[src/rtl/mem_access_ctrl_if.sv]
// rtl/mem_access_ctrl_if.sv - control-unit and RAM signal bundle for mem_access_ctrl
interface mem_access_ctrl_if;
    logic        mem_read;
    logic        mem_write;
    logic        load_half;
    logic        save_half;
    logic [31:0] addr;
    logic [31:0] wdata;
    logic [31:0] rdata;
    logic        mem_ok;
    logic        mem_err;
    logic        ram_req;
    logic        ram_we;
    logic [29:0] ram_addr;
    logic [3:0]  ram_be;
    logic [31:0] ram_wdata;
    logic [31:0] ram_rdata;
    logic        ram_ack;

    modport slave (
        input  mem_read, mem_write, load_half, save_half, addr, wdata,
        input  ram_rdata, ram_ack,
        output rdata, mem_ok, mem_err,
        output ram_req, ram_we, ram_addr, ram_be, ram_wdata
    );

    modport master (
        output mem_read, mem_write, load_half, save_half, addr, wdata,
        output ram_rdata, ram_ack,
        input  rdata, mem_ok, mem_err,
        input  ram_req, ram_we, ram_addr, ram_be, ram_wdata
    );
endinterface

[src/rtl/mem_access_ctrl.sv]
// rtl/mem_access_ctrl.sv - single-access RAM controller with halfword support and ack timeout
module mem_access_ctrl #(
    parameter int unsigned TIMEOUT = 255
) (
    input  logic            clk,
    input  logic            rst,
    mem_access_ctrl_if.slave bus
);
    localparam int CW = (TIMEOUT < 1) ? 1 : $clog2(TIMEOUT + 1);

    typedef enum logic [1:0] {IDLE, BUSY, DONE} state_t;

    state_t      state_q;
    logic [CW-1:0] cnt_q;
    logic [31:0] rdata_q;
    logic        ok_q;
    logic        err_q;
    logic        req_q;
    logic        we_q;
    logic [29:0] addr_q;
    logic [3:0]  be_q;
    logic [31:0] wdata_q;
    logic        half_q;
    logic        hi_q;
    logic [15:0] ld_half;
    logic [31:0] ld_data;

    always_comb begin
        ld_half = hi_q ? bus.ram_rdata[31:16] : bus.ram_rdata[15:0];
        ld_data = half_q ? {{16{ld_half[15]}}, ld_half} : bus.ram_rdata;
    end

    always_ff @(posedge clk) begin
        if (rst) begin
            state_q <= IDLE;
            cnt_q   <= '0;
            rdata_q <= '0;
            ok_q    <= 1'b0;
            err_q   <= 1'b0;
            req_q   <= 1'b0;
            we_q    <= 1'b0;
            addr_q  <= '0;
            be_q    <= '0;
            wdata_q <= '0;
            half_q  <= 1'b0;
            hi_q    <= 1'b0;
        end else begin
            case (state_q)
                IDLE: begin
                    // write wins when both strobes arrive together
                    if (bus.mem_write || bus.mem_read) begin
                        state_q <= BUSY;
                        cnt_q   <= '0;
                        req_q   <= 1'b1;
                        we_q    <= bus.mem_write;
                        addr_q  <= bus.addr[31:2];
                        hi_q    <= bus.addr[1];
                        if (bus.mem_write) begin
                            half_q <= bus.save_half;
                            if (bus.save_half) begin
                                be_q    <= bus.addr[1] ? 4'b1100 : 4'b0011;
                                wdata_q <= {bus.wdata[15:0], bus.wdata[15:0]};
                            end else begin
                                be_q    <= 4'b1111;
                                wdata_q <= bus.wdata;
                            end
                        end else begin
                            half_q  <= bus.load_half;
                            be_q    <= 4'b1111;
                            wdata_q <= bus.wdata;
                        end
                    end
                end
                BUSY: begin
                    // an ack on the final counted cycle still counts as success
                    if (bus.ram_ack || cnt_q == CW'(TIMEOUT)) begin
                        state_q <= DONE;
                        req_q   <= 1'b0;
                        we_q    <= 1'b0;
                        ok_q    <= 1'b1;
                        err_q   <= ~bus.ram_ack;
                        if (!we_q) begin
                            rdata_q <= bus.ram_ack ? ld_data : 32'h0;
                        end
                    end else begin
                        cnt_q <= cnt_q + CW'(1);
                    end
                end
                DONE: begin
                    state_q <= IDLE;
                    ok_q    <= 1'b0;
                    err_q   <= 1'b0;
                end
                default: state_q <= IDLE;
            endcase
        end
    end

    assign bus.rdata     = rdata_q;
    assign bus.mem_ok    = ok_q;
    assign bus.mem_err   = err_q;
    assign bus.ram_req   = req_q;
    assign bus.ram_we    = we_q;
    assign bus.ram_addr  = addr_q;
    assign bus.ram_be    = be_q;
    assign bus.ram_wdata = wdata_q;
endmodule
[src/flat_wrapper.sv]
// flat-port wrapper written by rule: the top's interface ports become plain ports
module mem_access_ctrl_flat 
#(
    parameter int unsigned TIMEOUT = 255
)
  (clk, rst, bus_mem_read, bus_mem_write, bus_load_half, bus_save_half, bus_addr, bus_wdata, bus_ram_rdata, bus_ram_ack, bus_rdata, bus_mem_ok, bus_mem_err, bus_ram_req, bus_ram_we, bus_ram_addr, bus_ram_be, bus_ram_wdata);
  mem_access_ctrl_if bus_i ();
  input  logic clk;
  input  logic rst;
  input wire logic [$bits(bus_i.mem_read)-1:0] bus_mem_read;
  input wire logic [$bits(bus_i.mem_write)-1:0] bus_mem_write;
  input wire logic [$bits(bus_i.load_half)-1:0] bus_load_half;
  input wire logic [$bits(bus_i.save_half)-1:0] bus_save_half;
  input wire logic [$bits(bus_i.addr)-1:0] bus_addr;
  input wire logic [$bits(bus_i.wdata)-1:0] bus_wdata;
  input wire logic [$bits(bus_i.ram_rdata)-1:0] bus_ram_rdata;
  input wire logic [$bits(bus_i.ram_ack)-1:0] bus_ram_ack;
  output wire logic [$bits(bus_i.rdata)-1:0] bus_rdata;
  output wire logic [$bits(bus_i.mem_ok)-1:0] bus_mem_ok;
  output wire logic [$bits(bus_i.mem_err)-1:0] bus_mem_err;
  output wire logic [$bits(bus_i.ram_req)-1:0] bus_ram_req;
  output wire logic [$bits(bus_i.ram_we)-1:0] bus_ram_we;
  output wire logic [$bits(bus_i.ram_addr)-1:0] bus_ram_addr;
  output wire logic [$bits(bus_i.ram_be)-1:0] bus_ram_be;
  output wire logic [$bits(bus_i.ram_wdata)-1:0] bus_ram_wdata;
  assign bus_i.mem_read = bus_mem_read;
  assign bus_i.mem_write = bus_mem_write;
  assign bus_i.load_half = bus_load_half;
  assign bus_i.save_half = bus_save_half;
  assign bus_i.addr = bus_addr;
  assign bus_i.wdata = bus_wdata;
  assign bus_i.ram_rdata = bus_ram_rdata;
  assign bus_i.ram_ack = bus_ram_ack;
  assign bus_rdata = bus_i.rdata;
  assign bus_mem_ok = bus_i.mem_ok;
  assign bus_mem_err = bus_i.mem_err;
  assign bus_ram_req = bus_i.ram_req;
  assign bus_ram_we = bus_i.ram_we;
  assign bus_ram_addr = bus_i.ram_addr;
  assign bus_ram_be = bus_i.ram_be;
  assign bus_ram_wdata = bus_i.ram_wdata;
  mem_access_ctrl #(.TIMEOUT(TIMEOUT)) u_core (.clk(clk), .rst(rst), .bus(bus_i));
endmodule
[config.mk]
export PLATFORM = sky130hd
export DESIGN_NAME = mem_access_ctrl_flat
export DESIGN_NICKNAME = d
export VERILOG_FILES = /design/src/rtl/mem_access_ctrl_if.sv /design/src/rtl/mem_access_ctrl.sv /design/src/flat_wrapper.sv
export SDC_FILE = /design/constraint.sdc
export NUM_CORES = 1
export LEC_CHECK = 0
export ABC_AREA = 1
export CAP_MARGIN = 20
export CORE_MARGIN = 2
export CORE_UTILIZATION = 46
export CTS_CLUSTER_SIZE = 14
export DETAILED_ROUTE_END_ITERATION = 7
export GPL_ROUTABILITY_DRIVEN = 0
export GPL_TIMING_DRIVEN = 0
export HOLD_SLACK_MARGIN = 0.12
export PLACE_DENSITY_LB_ADDON = 0.05
export SLEW_MARGIN = 10
export SYNTH_ARGS = -nofsm -noshare
export SYNTH_HDL_FRONTEND = slang
export SYNTH_SLANG_ARGS = --single-unit
export TNS_END_PERCENT = 1
[constraint.sdc]
create_clock -name clk -period 3.5 [get_ports clk]
set_input_delay 0.7 -clock clk [delete_from_list [all_inputs] [get_ports clk]]
set_output_delay 0.7 -clock clk [all_outputs]
set_load 0.02 [all_outputs]
* After elaboration in Yosys (flattened, before gate mapping) *
Index checks and enable logic that the tools add are counted.

cells by class
  add/subtract/negate cells = 1
  eq/ne operators = 6
  mux-type cells = 24
  bitwise operators = 2
  reductions and logical operators = 11

operator list
  cell                 count
  $mux 32              4
  $mux 16              1
  $mux 8               2
  $pmux 8 s2           1
  $mux 4               3
  $reduce_and 3->1     3
  $add 8x1->8 const B  1
  $eq 8x8->1 const B   1
  $pmux 1 s2           4
  $mux 1               6
  $reduce_and 2->1     3
  $mux 2               2
  $ne 2x1->1 const B   2
  $pmux 2 s2           1
  $reduce_bool 2->1    2
  $eq 2x1->1 const B   1
  $eq 2x2->1 const B   1
  $logic_not 2->1      1
  $logic_or 1x1->1     2
  $ne 2x2->1 const B   1
  $not 1->1            2

storage, ports and cells
  register bits after elaboration = 114
  bits of input ports = 103
  output and inout port bits = 102
  logic and storage cells = 56

* Longest topological paths before layout *
  depth after elaboration = 4
  depth in mapped cells = 11
  gate-level depth less buffers = 10

* Least setup slack after synthesis *
Ideal clock, no wire load.

  path type = input -> register
  start point = input port bus_mem_write
  end point = register u_core.wdata_q[10] (netlist: u_core.bus.ram_wdata[10])
  library setup time = 116 ps
  arrival time = 1463 ps
  data required time = 3384 ps
  slack = 1921 ps
  stages on the path = 6
  buffers on the path = 2
  path through = o21ai_2 -> inv_2 -> buf_2 -> buf_2 -> nor2_1 -> nor2_1

on the way
  word-level cells in the longest chain between the ends = 2
  elaborated cells on any way between the ends = 3
  classes of those cells = mux: 1; reduce/logical: 2

ends and longest elaborated chain
  element                            line                   text
  start: declaration                 flat_wrapper.sv:11     input wire logic [$bits(bus_i.mem_write)-1:0] bus_mem_write;
  $logic_or 1x1->1                   mem_access_ctrl.sv:51  if (bus.mem_write || bus.mem_read) begin
  $reduce_and 2->1 (no source line)  n/a
  end signal: assignment             mem_access_ctrl.sv:62  wdata_q <= {bus.wdata[15:0], bus.wdata[15:0]};
  end signal: assignment             mem_access_ctrl.sv:65  wdata_q <= bus.wdata;
  end signal: assignment             mem_access_ctrl.sv:70  wdata_q <= bus.wdata;
  end: declaration                   mem_access_ctrl.sv:22  logic [31:0] wdata_q;

Several ways; a longest one is shown, not always the timed one.
A chain may end at the register's enable or synchronous reset.

==> flow_metrics.env <==
export IMPL_status="completed"
export IMPL_min_path_type="flip-flop to flip-flop"
export IMPL_io_pins=205
export IMPL_synth_top_area_frac=0.476
export IMPL_cts_tree="built"
export IMPL_die_x_um=105
export IMPL_leakage_nw=2.85
export IMPL_path_class="flip-flop to output port"
export IMPL_yosys_warnings=0
export IMPL_rows=36
export IMPL_highest_layer="met4"
export IMPL_p_per_area_nw_per_um2=435
export IMPL_yosysSeqAreaShare=0.476
export IMPL_synthTopCellsByCount="nor2_1, nand2_1, dfxtp_1"
export IMPL_finalNetCount=988
export IMPL_wl_met2_um=6860
export IMPL_vias=5106
export IMPL_first_iter_violations=211
export IMPL_synth_cells=670
export IMPL_synth_edf_count=0
export IMPL_crit_chain="buf_4 > clkdlybuf4s50_1"
export IMPL_antenna_found_initial=0
export IMPL_cts_max_level=3
export IMPL_regArea_um2=2240
export IMPL_ir_drop_mv=0.253
export IMPL_path_buf_inv=2
export IMPL_worst_pin_slew_ns=0.608
export IMPL_io_buffers=203
export IMPL_arrival_ns=1.52
export IMPL_ys_types=28
export IMPL_critical_path_top_delay_family="buffers and inverters"
export IMPL_hold_buffers=0
export IMPL_grt_max_degree=18
export IMPL_wire_per_inst_um=14.2
export IMPL_finalHoldViolations=0
export IMPL_grt_pass1_vias=4927
export IMPL_drcViolationCount=0
export IMPL_cts_root_buf="clkbuf_8"
export IMPL_max_stage_delay_ns=0.59
export IMPL_cts_sinks=112
export IMPL_diodes=0
export IMPL_grt_usage=0.261
export IMPL_finClkSkew_ns=0.00898
export IMPL_min_period_over_period=0.633
export IMPL_period_minus_slack_ns=2.22
export IMPL_post_cts_buffers=0
export IMPL_vias_per_cell=5.00
export IMPL_cts_buffer_depth=2
export IMPL_n_fill_cell=815
export IMPL_worst_ep_required_time_ns=2.80
export IMPL_route_met3_wl_um=1220
export IMPL_endpoint_kind="output port"
export IMPL_cp_slowest_cell="clkdlybuf4s50_1"
export IMPL_overflow=0
export IMPL_synth_area_um2=4710
export IMPL_die_h_um=105
export IMPL_clock_latency_ns=0.37
export IMPL_path_max_fanout=3
export IMPL_dr_pass1_iters=5
export IMPL_dp_hpwl_um=11100
export IMPL_drv_slew=0
export IMPL_cp_start_kind="flip-flop"
export IMPL_final_cells=1022
export IMPL_area_growth_pct=50.8
export IMPL_antenna_violating_nets_post_route=0
export IMPL_initial_core_util=0.477
export IMPL_die_area_um2=11100
export IMPL_yosys_area_top_type="dfxtp_1"
export IMPL_setup_viol=0
export IMPL_fmax_mhz=451
export IMPL_drt_met1_wl_um=5930
export IMPL_maxCapViolCount=0
export IMPL_dp_cells=1006
export IMPL_numCtsBuffers=9
export IMPL_cts_resized_gates=0
export IMPL_slew_limit_headroom=0.594
export IMPL_fin_setup_tns_ns=0
export IMPL_layout_drive_gt1_share=0.0619
export IMPL_yosysMostFrequentCell="nor2_1"
export IMPL_syn_nets=774
export IMPL_grt_pass1_wl_um=23400
export IMPL_multi_input_area_um2=2120
export IMPL_core_um2=9860
export IMPL_rsz0062_at_grt="no"
export IMPL_avgSynthCellArea_um2=7.03
export IMPL_clk_pin_slew_ns=0.10
export IMPL_finalWirelength_um=14500
export IMPL_synth_flop_cell="dfxtp_1"
export IMPL_synthArstFlopShare=0
export IMPL_synth_area_leaders="dfxtp_1, nor2_1, o21ai_0, nand2_1, a21oi_1"
export IMPL_ys_ff_latch=112
==> layer usage <==
| layer | vias up | track usage |
|---|---|---|
| met2 | 218 | 0.441 |
| met5 | - | 0 |
| li1 | 2564 | - |
| met1 | 2285 | 0.306 |
| met3 | 39 | 0.0736 |
| met4 | 0 | 0.120 |
==> per-stage QoR <==
step | area [um^2] | total power, mW | utilization | hold WS [ns] | setup WS (ns)
6_report | 7100 | 3.09 | 0.720 | 0.473 | 1.28
5_1_grt | 7100 | 3.24 | 0.720 | 0.498 | 1.25
4_1_cts | 7100 | 3.11 | 0.720 | 0.471 | 1.29
3_5_place_dp | 6910 | 2.37 | 0.700 | 0.457 | 0.995
3_3_place_gp | 6910 | 2.34 | 0.700 | 0.455 | 1.02
2_1_floorplan | 4710 | 1.93 | - | 0.457 | 1.92
==> path summary, 6_finish.rpt <==
kind / end / from / cells past startpoint / slack [ns]
hold / removal: u_core.bus.mem_err$_SDFFE_PP0P_ / u_core.bus.mem_err$_SDFFE_PP0P_ / 2 / 0.47
setup reg to reg: u_core.bus.rdata[14]$_SDFFE_PP0P_ / u_core.cnt_q[0]$_SDFFE_PP0P_ / 9 / 1.76
setup / recovery: bus_ram_be[3] / u_core.bus.ram_be[2]$_SDFFE_PP0P_ / 2 / 1.28
hold reg to reg: u_core.bus.mem_err$_SDFFE_PP0P_ / u_core.bus.mem_err$_SDFFE_PP0P_ / 2 / 0.47
==> power by group <==
part,switching [mW],internal [mW]
sequential,0.0663,1.39
combinational,0.471,0.412
clock,0.434,0.317
==> worst min-delay path, stage by stage (launching register included) <==
cell     delay [ns]
dfxtp_1        0.33
nand2_1        0.06
a21oi_1        0.05
==> cells by family after synthesis <==
group                      count (synthesis)  synth area share
DFF                                      112             0.476
and+or+nand+nor                          317             0.265
buffers and inverters                     73            0.0731
AOI/OAI and AO/OA                        167             0.183
adders and majority gates                  1           0.00266
==> flip-flops by register name, summed over array words and instances (netlist names), 2 cells and up <==
signal	flops
u_core.cnt_q	8
u_core.bus.ram_be	2
u_core.bus.ram_wdata	32
u_core.bus.rdata	32
u_core.state_q	2
u_core.bus.ram_addr	30
==> cell type report <==
class,instances,share of cell area
inverters,30,0.0160
well taps,133,0.0234
multi-input cells,485,0.299
flip-flops and latches,112,0.316
clock buffers,12,0.0233
clock inverters,4,0.00388
repair buffers,203,0.286
plain buffers,43,0.0324
==> placed cells by master (no fill, tap or decap), drive strengths merged, types with 3 or more instances in the layout <==
cell type | netlist | layout
clkdlybuf4s50 | 0 | 203
buf | 21 | 21
o21ai | 105 | 105
dfxtp | 112 | 112
inv | 28 | 28
nand3 | 9 | 9
clkbuf | 22 | 34
clkinvlp | 0 | 3
nor2 | 179 | 179
nand2 | 127 | 127
a21oi | 59 | 59
clkinv | 2 | 3
No activity file was read; power rests on OpenSTA's default activity.
